<file path="config.mk">
export PLATFORM = sky130hd
export DESIGN_NAME = sqvt_vpath_ctrl
export DESIGN_NICKNAME = d
export VERILOG_FILES = /design/src/rtl/sqvt_vpath_ctrl.sv
export SDC_FILE = /design/constraint.sdc
export NUM_CORES = 1
export LEC_CHECK = 0
export ABC_AREA = 1
export CELL_PAD_IN_SITES_DETAIL_PLACEMENT = 1
export CELL_PAD_IN_SITES_GLOBAL_PLACEMENT = 1
export CORE_UTILIZATION = 30
export CTS_CLUSTER_SIZE = 8
export DETAILED_ROUTE_END_ITERATION = 8
export GPL_TIMING_DRIVEN = 0
export PLACE_DENSITY_LB_ADDON = 0.1
export SYNTH_ARGS = -nofsm -noshare
export SYNTH_HDL_FRONTEND = slang
export SYNTH_SLANG_ARGS = --single-unit
export TNS_END_PERCENT = 50
</file>
<file path="constraint.sdc">
create_clock -name clk_i -period 3.35 [get_ports clk_i]
set_input_delay 0.5025 -clock clk_i [delete_from_list [all_inputs] [get_ports clk_i]]
set_output_delay 0.5025 -clock clk_i [all_outputs]
set_load 0.05 [all_outputs]
</file>
<file path="src/rtl/sqvt_vpath_ctrl.sv">
// sqvt_vpath_ctrl: square-wave sequencer for the analog voltage path.
// Emits alternating high/low levels with programmable phase lengths, drives a
// latch enable delayed by PIPE_LAT to line up with the path registers, and
// takes new settings through a valid/ready handshake. A setting offered while
// running is held in shadow registers and applied at the next period boundary.
// Optional macro SQVT_VPATH_CTRL_PERIOD_CNT_EN adds a 16-bit period counter
// output (period_count_o).
module sqvt_vpath_ctrl #(
    parameter int          PIPE_LAT   = 2,
    parameter int          CNT_W      = 16,
    parameter logic [11:0] IDLE_LEVEL = 12'h800
) (
    input  logic             clk_i,
    input  logic             rst_i,
    input  logic             start_i,
    input  logic             stop_i,
    input  logic             cfg_valid_i,
    output logic             cfg_ready_o,
    input  logic [11:0]      cfg_vhigh_i,
    input  logic [11:0]      cfg_vlow_i,
    input  logic [CNT_W-1:0] cfg_thigh_i,
    input  logic [CNT_W-1:0] cfg_tlow_i,
    output logic [11:0]      vout_o,
    output logic             ven_o,
    output logic             busy_o,
    output logic             period_done_o
`ifdef SQVT_VPATH_CTRL_PERIOD_CNT_EN
    ,
    output logic [15:0]      period_count_o
`endif
);

    typedef enum logic [1:0] {S_IDLE, S_HIGH, S_LOW, S_DRAIN} state_t;

    state_t             state_q, state_d;
    logic [CNT_W-1:0]   cnt_q, cnt_d;
    logic [11:0]        act_vh_q, act_vh_d, act_vl_q, act_vl_d;
    logic [CNT_W-1:0]   act_th_q, act_th_d, act_tl_q, act_tl_d;
    logic [11:0]        sh_vh_q, sh_vh_d, sh_vl_q, sh_vl_d;
    logic [CNT_W-1:0]   sh_th_q, sh_th_d, sh_tl_q, sh_tl_d;
    logic               pending_q, pending_d;
    logic               stop_req_q, stop_req_d;
    logic [11:0]        vout_q, vout_d;
    logic [PIPE_LAT-1:0] en_pipe_q, en_pipe_d;
    logic               cfg_xfer;
    logic               start_acc;
    logic               period_done;
    logic [CNT_W-1:0]   th_sel, tl_sel;

    assign cfg_ready_o   = !pending_q;
    assign cfg_xfer      = cfg_valid_i && !pending_q;
    assign period_done   = (state_q == S_LOW) && (cnt_q == '0);
    assign period_done_o = period_done;
    assign vout_o        = vout_q;
    assign ven_o         = en_pipe_q[PIPE_LAT-1];
    assign busy_o        = (state_q != S_IDLE) || (|en_pipe_q);

    // Next-state, phase counter, config bookkeeping and the level to emit next.
    always_comb begin
        state_d    = state_q;
        cnt_d      = cnt_q;
        act_vh_d   = act_vh_q;
        act_vl_d   = act_vl_q;
        act_th_d   = act_th_q;
        act_tl_d   = act_tl_q;
        sh_vh_d    = sh_vh_q;
        sh_vl_d    = sh_vl_q;
        sh_th_d    = sh_th_q;
        sh_tl_d    = sh_tl_q;
        pending_d  = pending_q;
        stop_req_d = stop_req_q;
        start_acc  = 1'b0;
        vout_d     = IDLE_LEVEL;
        th_sel     = act_th_q;
        tl_sel     = act_tl_q;

        // While running, an accepted offer is parked until the period boundary.
        if (state_q != S_IDLE && cfg_xfer) begin
            sh_vh_d   = cfg_vhigh_i;
            sh_vl_d   = cfg_vlow_i;
            sh_th_d   = cfg_thigh_i;
            sh_tl_d   = cfg_tlow_i;
            pending_d = 1'b1;
        end

        unique case (state_q)
            S_IDLE: begin
                if (cfg_xfer) begin
                    act_vh_d = cfg_vhigh_i;
                    act_vl_d = cfg_vlow_i;
                    act_th_d = cfg_thigh_i;
                    act_tl_d = cfg_tlow_i;
                end
                // A same-cycle offer wins over the stored lengths.
                th_sel = cfg_xfer ? cfg_thigh_i : act_th_q;
                tl_sel = cfg_xfer ? cfg_tlow_i  : act_tl_q;
                if (start_i && th_sel != '0 && tl_sel != '0) begin
                    state_d   = S_HIGH;
                    cnt_d     = th_sel - CNT_W'(1);
                    start_acc = 1'b1;
                end
            end
            S_HIGH: begin
                if (stop_i) stop_req_d = 1'b1;
                if (cnt_q == '0) begin
                    state_d = S_LOW;
                    cnt_d   = act_tl_q - CNT_W'(1);
                end else begin
                    cnt_d = cnt_q - CNT_W'(1);
                end
            end
            S_LOW: begin
                if (stop_i) stop_req_d = 1'b1;
                if (cnt_q == '0) begin
                    if (stop_req_q || stop_i) begin
                        state_d    = S_DRAIN;
                        cnt_d      = CNT_W'(PIPE_LAT - 1);
                        stop_req_d = 1'b0;
                    end else begin
                        state_d = S_HIGH;
                        // Shadow with a zero length is dropped; old values stay.
                        if (pending_q) begin
                            pending_d = 1'b0;
                            if (sh_th_q != '0 && sh_tl_q != '0) begin
                                act_vh_d = sh_vh_q;
                                act_vl_d = sh_vl_q;
                                act_th_d = sh_th_q;
                                act_tl_d = sh_tl_q;
                            end
                        end
                        cnt_d = act_th_d - CNT_W'(1);
                    end
                end else begin
                    cnt_d = cnt_q - CNT_W'(1);
                end
            end
            S_DRAIN: begin
                if (cnt_q == '0) begin
                    state_d = S_IDLE;
                    // A setting still parked at stop time becomes the active one.
                    if (pending_d) begin
                        act_vh_d  = sh_vh_d;
                        act_vl_d  = sh_vl_d;
                        act_th_d  = sh_th_d;
                        act_tl_d  = sh_tl_d;
                        pending_d = 1'b0;
                    end
                end else begin
                    cnt_d = cnt_q - CNT_W'(1);
                end
            end
            default: state_d = S_IDLE;
        endcase

        unique case (state_d)
            S_HIGH:  vout_d = act_vh_d;
            S_LOW:   vout_d = act_vl_d;
            default: vout_d = IDLE_LEVEL;
        endcase
    end

    // Enable delay line: raw enable is "not idle", shifted PIPE_LAT stages.
    always_comb begin
        en_pipe_d    = '0;
        en_pipe_d[0] = (state_q != S_IDLE);
        for (int i = 1; i < PIPE_LAT; i++) en_pipe_d[i] = en_pipe_q[i-1];
    end

    // State and datapath registers with synchronous reset.
    always_ff @(posedge clk_i) begin
        if (rst_i) begin
            state_q    <= S_IDLE;
            cnt_q      <= '0;
            act_vh_q   <= '0;
            act_vl_q   <= '0;
            act_th_q   <= '0;
            act_tl_q   <= '0;
            sh_vh_q    <= '0;
            sh_vl_q    <= '0;
            sh_th_q    <= '0;
            sh_tl_q    <= '0;
            pending_q  <= 1'b0;
            stop_req_q <= 1'b0;
            vout_q     <= IDLE_LEVEL;
            en_pipe_q  <= '0;
        end else begin
            state_q    <= state_d;
            cnt_q      <= cnt_d;
            act_vh_q   <= act_vh_d;
            act_vl_q   <= act_vl_d;
            act_th_q   <= act_th_d;
            act_tl_q   <= act_tl_d;
            sh_vh_q    <= sh_vh_d;
            sh_vl_q    <= sh_vl_d;
            sh_th_q    <= sh_th_d;
            sh_tl_q    <= sh_tl_d;
            pending_q  <= pending_d;
            stop_req_q <= stop_req_d;
            vout_q     <= vout_d;
            en_pipe_q  <= en_pipe_d;
        end
    end

`ifdef SQVT_VPATH_CTRL_PERIOD_CNT_EN
    logic [15:0] pcnt_q;
    assign period_count_o = pcnt_q;

    // Period counter: cleared on an accepted start, wraps naturally.
    always_ff @(posedge clk_i) begin
        if (rst_i || start_acc) pcnt_q <= '0;
        else if (period_done)   pcnt_q <= pcnt_q + 16'd1;
    end
`endif

endmodule
</file>
* After elaboration in Yosys (flattened, before gate mapping)
Cells that the tools add are included.
** Word-level totals
- Register bits after elaboration :: 146
- Bits in latches :: 0
- Bits in writable memories :: 0
- Memory bits (read-only) :: 0
- Input port bits :: 61
- Output and inout bits :: 16
- Logic and storage cells :: 115
- Memories kept :: 0
** Cells by class
- Add/subtract/negate cells :: 4
- $mul :: 0
- Divide/modulo/power cells :: 0
- $lt $le $gt $ge :: 0
- Equality and inequality tests :: 13
- Shifts and indexed selects :: 0
- Muxes and demuxes :: 62
- Bitwise operators :: 0
- Reductions and logical operators :: 22
** Operator list (count)
- $mux W16 :: 24
- $mux W12 :: 16
- $pmux W16 S3 :: 2
- $pmux W12 S3 :: 2
- $pmux W16 S4 :: 1
- $reduce_bool A16 Y1 :: 4
- $sub A16 B1 Y16 const B :: 4
- $pmux W12 S2 :: 1
- $logic_not A16 Y1 :: 1
- $ne A2 B2 Y1 const B :: 6
- $mux W2 :: 5
- $mux W1 :: 8
- $pmux W2 S4 :: 1
- $reduce_and A7 Y1 :: 1
- $eq A2 B2 Y1 const B :: 3
- $logic_and A1 B1 Y1 :: 6
- $reduce_and A5 Y1 :: 1
- $eq A2 B1 Y1 const B :: 2
- $ne A2 B1 Y1 const B :: 2
- $pmux W1 S2 :: 2
- $reduce_bool A2 Y1 :: 2
- $reduce_bool A3 Y1 :: 1
- $logic_not A2 Y1 :: 1
- $logic_or A1 B1 Y1 :: 2
- other kinds (3) :: 3

* Depth between registers and ports, before layout
- Depth in word-level cells :: 11
- Depth in mapped cells :: 26
- Mapped depth without buffers :: 22

* Worst setup path before layout
OpenSTA, ideal clock, no wires.
- Path kind :: flip-flop to flip-flop
- Start point :: register pending_q
- End point :: register vout_q[4] (netlist: vout_o[4])
- Setup time :: 0.115 ns
- Arrival :: 3.060 ns
- Data required time :: 3.235 ns
- Slack :: 0.175 ns
- Cell stages (with the launch flop) :: 26
- Path buffers :: 4
- Period minus slack after synthesis :: 3.175 ns
- Cells stage by stage :: dfxtp_1 -> inv_2 -> nand2_2 -> buf_6 -> buf_6 -> buf_4 -> nand2_1 -> o21ai_1 -> inv_1 -> ha_1 -> nand2_1 -> nor2_2 -> nand4_1 -> nor2_1 -> nand3_1 -> nand3_1 -> nand2_2 -> inv_1 -> nand2_1 -> nand2_1 -> inv_1 -> ha_1 -> inv_1 -> clkbuf_1 -> nor2_1 -> o21a_1
** On the way
- Cells in the longest elaborated chain, start to end :: 10
- Elaborated cells on any way between the ends :: 31
- Classes of those cells :: eq/ne: 2; mux: 22; reduce/logical: 7
** RTL lines
- start, declared :: RTL line 41 : logic pending_q, pending_d;
- start signal, assigned :: RTL line 197 : pending_q <= pending_d;
- $logic_not A1 Y1 *
- net cfg_ready_o :: RTL line 18 : output logic cfg_ready_o,
- $logic_and A1 B1 Y1 * :: RTL line 51 : assign cfg_xfer = cfg_valid_i && !pending_q;
- $mux W16
- $reduce_bool A16 Y1 :: RTL line 97 : if (start_i && th_sel != '0 && tl_sel != '0) begin
- $logic_and A1 B1 Y1 :: RTL line 97
- $logic_and A1 B1 Y1 * :: RTL line 97
- $mux W2 * :: RTL line 97
- $pmux W2 S4 * :: RTL line 86 : unique case (state_q)
- net state_d[1] :: RTL line 35 : state_t state_q, state_d;
- $eq A2 B2 Y1 or $eq A2 B1 Y1 (tied branches) :: RTL line 155 : unique case (state_d)
- $pmux W12 S2 * :: RTL line 155
- end signal, assigned :: RTL line 199 : vout_q <= vout_d;
- end, declared :: RTL line 43 : logic [11:0] vout_q, vout_d;
Mark *: on every way through the listed nets, which the timed path passes. The rest lies on a longest branch.
A chain may end at the register's enable or synchronous reset.

* Worst setup path in the final report
- Start point :: register pending_q
- End point :: register cnt_q[12]
** On the way
- Cells in the longest elaborated chain, start to end :: 8
- Elaborated cells on any way between the ends :: 20
- Classes of those cells :: add/sub: 2; eq/ne: 1; mux: 10; reduce/logical: 7
** RTL lines
- $mux W16 or $logic_not A1 Y1 (tied branches) :: RTL line 122, 51
- $mux W16 or $logic_and A1 B1 Y1 (tied branches) :: RTL line 115, 51
- $mux W16, on equally long branches
- $mux W16 or $reduce_bool A16 Y1 (tied branches) :: RTL line 86, 97
- $sub A16 B1 Y16 or $logic_and A1 B1 Y1 (tied branches) :: RTL line 131, 97
- $mux W16 or $logic_and A1 B1 Y1 (tied branches) :: RTL line 115, 97
- $mux W16 or $ne A2 B2 Y1 (tied branches)
- $pmux W16 S4 or $reduce_and A2 Y1 (tied branches)
- end signal, assigned :: RTL line 188 : cnt_q <= cnt_d;
- end, declared :: RTL line 36 : logic [CNT_W-1:0] cnt_q, cnt_d;
Parallel ways exist; a longest one is shown, timed or not. The select of a mux whose other input is x is not followed.

==> flow_summary.ini <==
[job]
cap_violations = 0

[sta]
tightest_slew_ps = 1020
maxSlewViolCount = 0
timing.final.crit_share_pct = 100
setup_ws_ps = 0.00244
fmax_mhz = 299
skew_ps = 12.8
rsz0062_at_grt = true
setup_viol = 0
finalCriticalPeriod_ps = 3350
hold_viol_final = 0
relSlewSlack_pct = 31.6

[floorplanning]
dieArea_um2 = 31700
num_rows = 64
die_x_um = 178
io_pins = 77
fp.dieH_um = 178
core_um2 = 30500
start_util_pct = 30.5

[placement]
place_ws_ps = -1430
dpl.hpwl_um = 31300
io_buffer_count = 75
placed_cell_area_um2 = 10500
post-place-cells = 1901
gp_congestion = 0.895

[synth]
synth_top_area_share_pct = 31.4
netlist_instances = 1430
synth-seq-cells = 146
yosysWarnings = 0
synth_edf_count = 0
avgSynthCellArea_um2 = 6.50
syn_nets = 1501
synth_cell_types = 44
synth_area_um2 = 9300
synthArstFlopShare_pct = 0
synth_ff_type = dfxtp_1
seq_area_frac_synth_pct = 31.4
synth_top_cell_by_area = dfxtp_1
ys_top_cells_by_area = dfxtp_1, nand2_1, o21ai_0

[global_routing]
gr-total-overflow = 0
grt_max_degree = 17
antenna_found_initial = 0
grt_pass1_wl_um = 62500
grt_pass1_vias = 10300
grt_usage_pct = 26.8

[clock_tree]
cts.path.max_buffers = 2
clock_latency_ps = 450
h-tree-depth = 4
cts_root_buffer = clkbuf_16
postCtsHoldBufs = 0
tritoncts = yes
cts_buffers = 17
cts.sinks = 146
path_clk_slew_ps = 70

[hold_path]
hold_path.class = register to register

[setup_path]
r2r-start = pending_q
worst-r2r-cell-count = 26
setup.worst_path.class = register to register
r2r_end = cnt_q[12]
crit_arrival_ps = 3650
startpoint_type = register
crit_fanout = 8
cp-end-kind = register
endpoint = cnt_q[12]
crit_path_start = pending_q
r2r_slack_ps = 0.002
cp.required_ps = 3650

[layout]
drive_gt1_share_pct = 9.77
seq_area_um2 = 2930
multi_input_area_um2 = 5550
nFillCells = 3912
syn_to_final_growth_pct = 24.7
final_cells = 1962
final_core_util_pct = 38.0
final_nets = 1626
fin_area_um2 = 11600
diodes = 0

[routing]
ant_nets = 0
drtPass1Iterations = 5
vias = 10500
vias_per_cell = 5.35
drt_iter0_drc = 650
wl_per_cell_um = 21.0
routed_wl_um = 41200
drc = 0

[run_status]
outcome = completed

[power]
pwr_density_cell_nw_per_um2 = 521
peakVddDrop_mv = 0.366
cellLeakagePower_nw = 4.67
## layer usage
layer	wire length [um]	part of all wire (%)	GRT usage, %	up-vias
met3	1930	4.7	3.99	44
met2	17900	43	40.5	250
li1	-	-	-	5068
met5	0	0	0	-
met4	830	2.0	8.08	0
met1	20600	50	39.0	5144
## power breakdown
group,switching [mW],internal (mW),total [mW]
Clock,0.850,1.03,1.88
Sequential,0.139,1.91,2.05
Combinational,1.40,0.711,2.11
## worst min path at each step
stage / from / to / slack, ps / cells after the start
3_3_place_gp: en_pipe_q[0] / en_pipe_q[1] / 410 / 2
5_1_grt: en_pipe_q[0] / en_pipe_q[1] / 440 / 2
2_1_floorplan: en_pipe_q[0] / en_pipe_q[1] / 400 / 2
3_5_place_dp: en_pipe_q[0] / en_pipe_q[1] / 430 / 2
4_1_cts: en_pipe_q[0] / en_pipe_q[1] / 430 / 2
6_report: en_pipe_q[0] / en_pipe_q[1] / 430 / 2
## repair_timing
item,CTS,global route
gates resized for setup,53,19
setup buffers,18,11
gates cloned,3,0
pin swaps,10,4
setup endpoints to repair,29,24
## per-stage QoR
stage | hold WS, ps | power (mW) | setup TNS, ps
global placement | 410 | 4.01 | -26380
detailed placement | 426 | 4.04 | -26730
global route | 440 | 6.38 | -324
CTS | 430 | 6.02 | -4.15
finish | 426 | 6.05 | 0
floorplan | 403 | 3.34 | 0
## cells in the mapped netlist, drive strengths merged, types with 6 or more instances
master  number
nand2      262
xor2        18
clkbuf      48
or2          6
a21oi       90
mux2i       39
nand3       66
o21a        13
inv        150
o22ai       17
a31oi       35
buf         34
o21ai      179
nor3        19
dfxtp      146
a211oi       8
ha          10
nor2       204
o221ai      14
xnor2        7
nand4       36
## flip-flops by register name, indices dropped and copies added (netlist names)
register / flops
sh_vl_q: 12
sh_th_q: 16
act_tl_q: 16
en_pipe_q: 2
cnt_q: 16
act_vl_q: 12
pending_q: 1
act_vh_q: 12
sh_vh_q: 12
state_q: 2
vout_o: 12
stop_req_q: 1
act_th_q: 16
sh_tl_q: 16
## cells by family (layout without fill, tap and decap cells)
kind of cell	after synthesis	in the layout	synth area share, %
fa+ha+maj	10	10	1.35
buf+inv	237	373	10.8
compound gates	376	376	23.1
xor+xnor	25	25	2.35
mux	39	39	4.20
flops	146	146	31.4
simple gates	597	597	26.8
## cells in the final DEF, fill, tap and decap left out, types with 33 or more instances in the layout
cell type	Yosys	layout
a31oi_1	35	35
a21oi_1	90	90
nand3_1	66	64
o21ai_0	156	152
clkbuf_1	48	44
buf_4	6	33
nand4_1	36	36
nand2_1	259	253
mux2i_1	39	39
inv_1	146	142
dfxtp_1	146	145
clkdlybuf4s50_1	0	72
nor2_1	200	197
## critical path: stages, from the launching register on
cell and delay (ps):
dfxtp_4 380, inv_4 70, nand2_4 50, buf_8 120, buf_12 130, buf_12 140, nand2_4 60, o21ai_4 60
inv_2 100, ha_4 150, nand2_4 60, nor2_4 120, nand4_1 160, buf_4 170, buf_4 130, buf_4 130
buf_4 120, buf_4 130, buf_4 120, buf_4 120, buf_4 120, buf_4 120, buf_4 120, nand2_2 40
nand3b_1 100, nand3_1 100, a21oi_1 60
## final cells by class
class | count | area share (%)
inverters | 155 | 5.12
clock buffers | 18 | 3.79
repair inverters | 1 | 0.0755
repair buffers | 106 | 8.69
multi-input cells | 1047 | 47.9
clock inverters | 12 | 0.960
plain buffers | 81 | 3.99
flip-flops and latches | 146 | 25.2
well taps | 396 | 4.27
No activity file was read; power rests on OpenSTA's default activity.
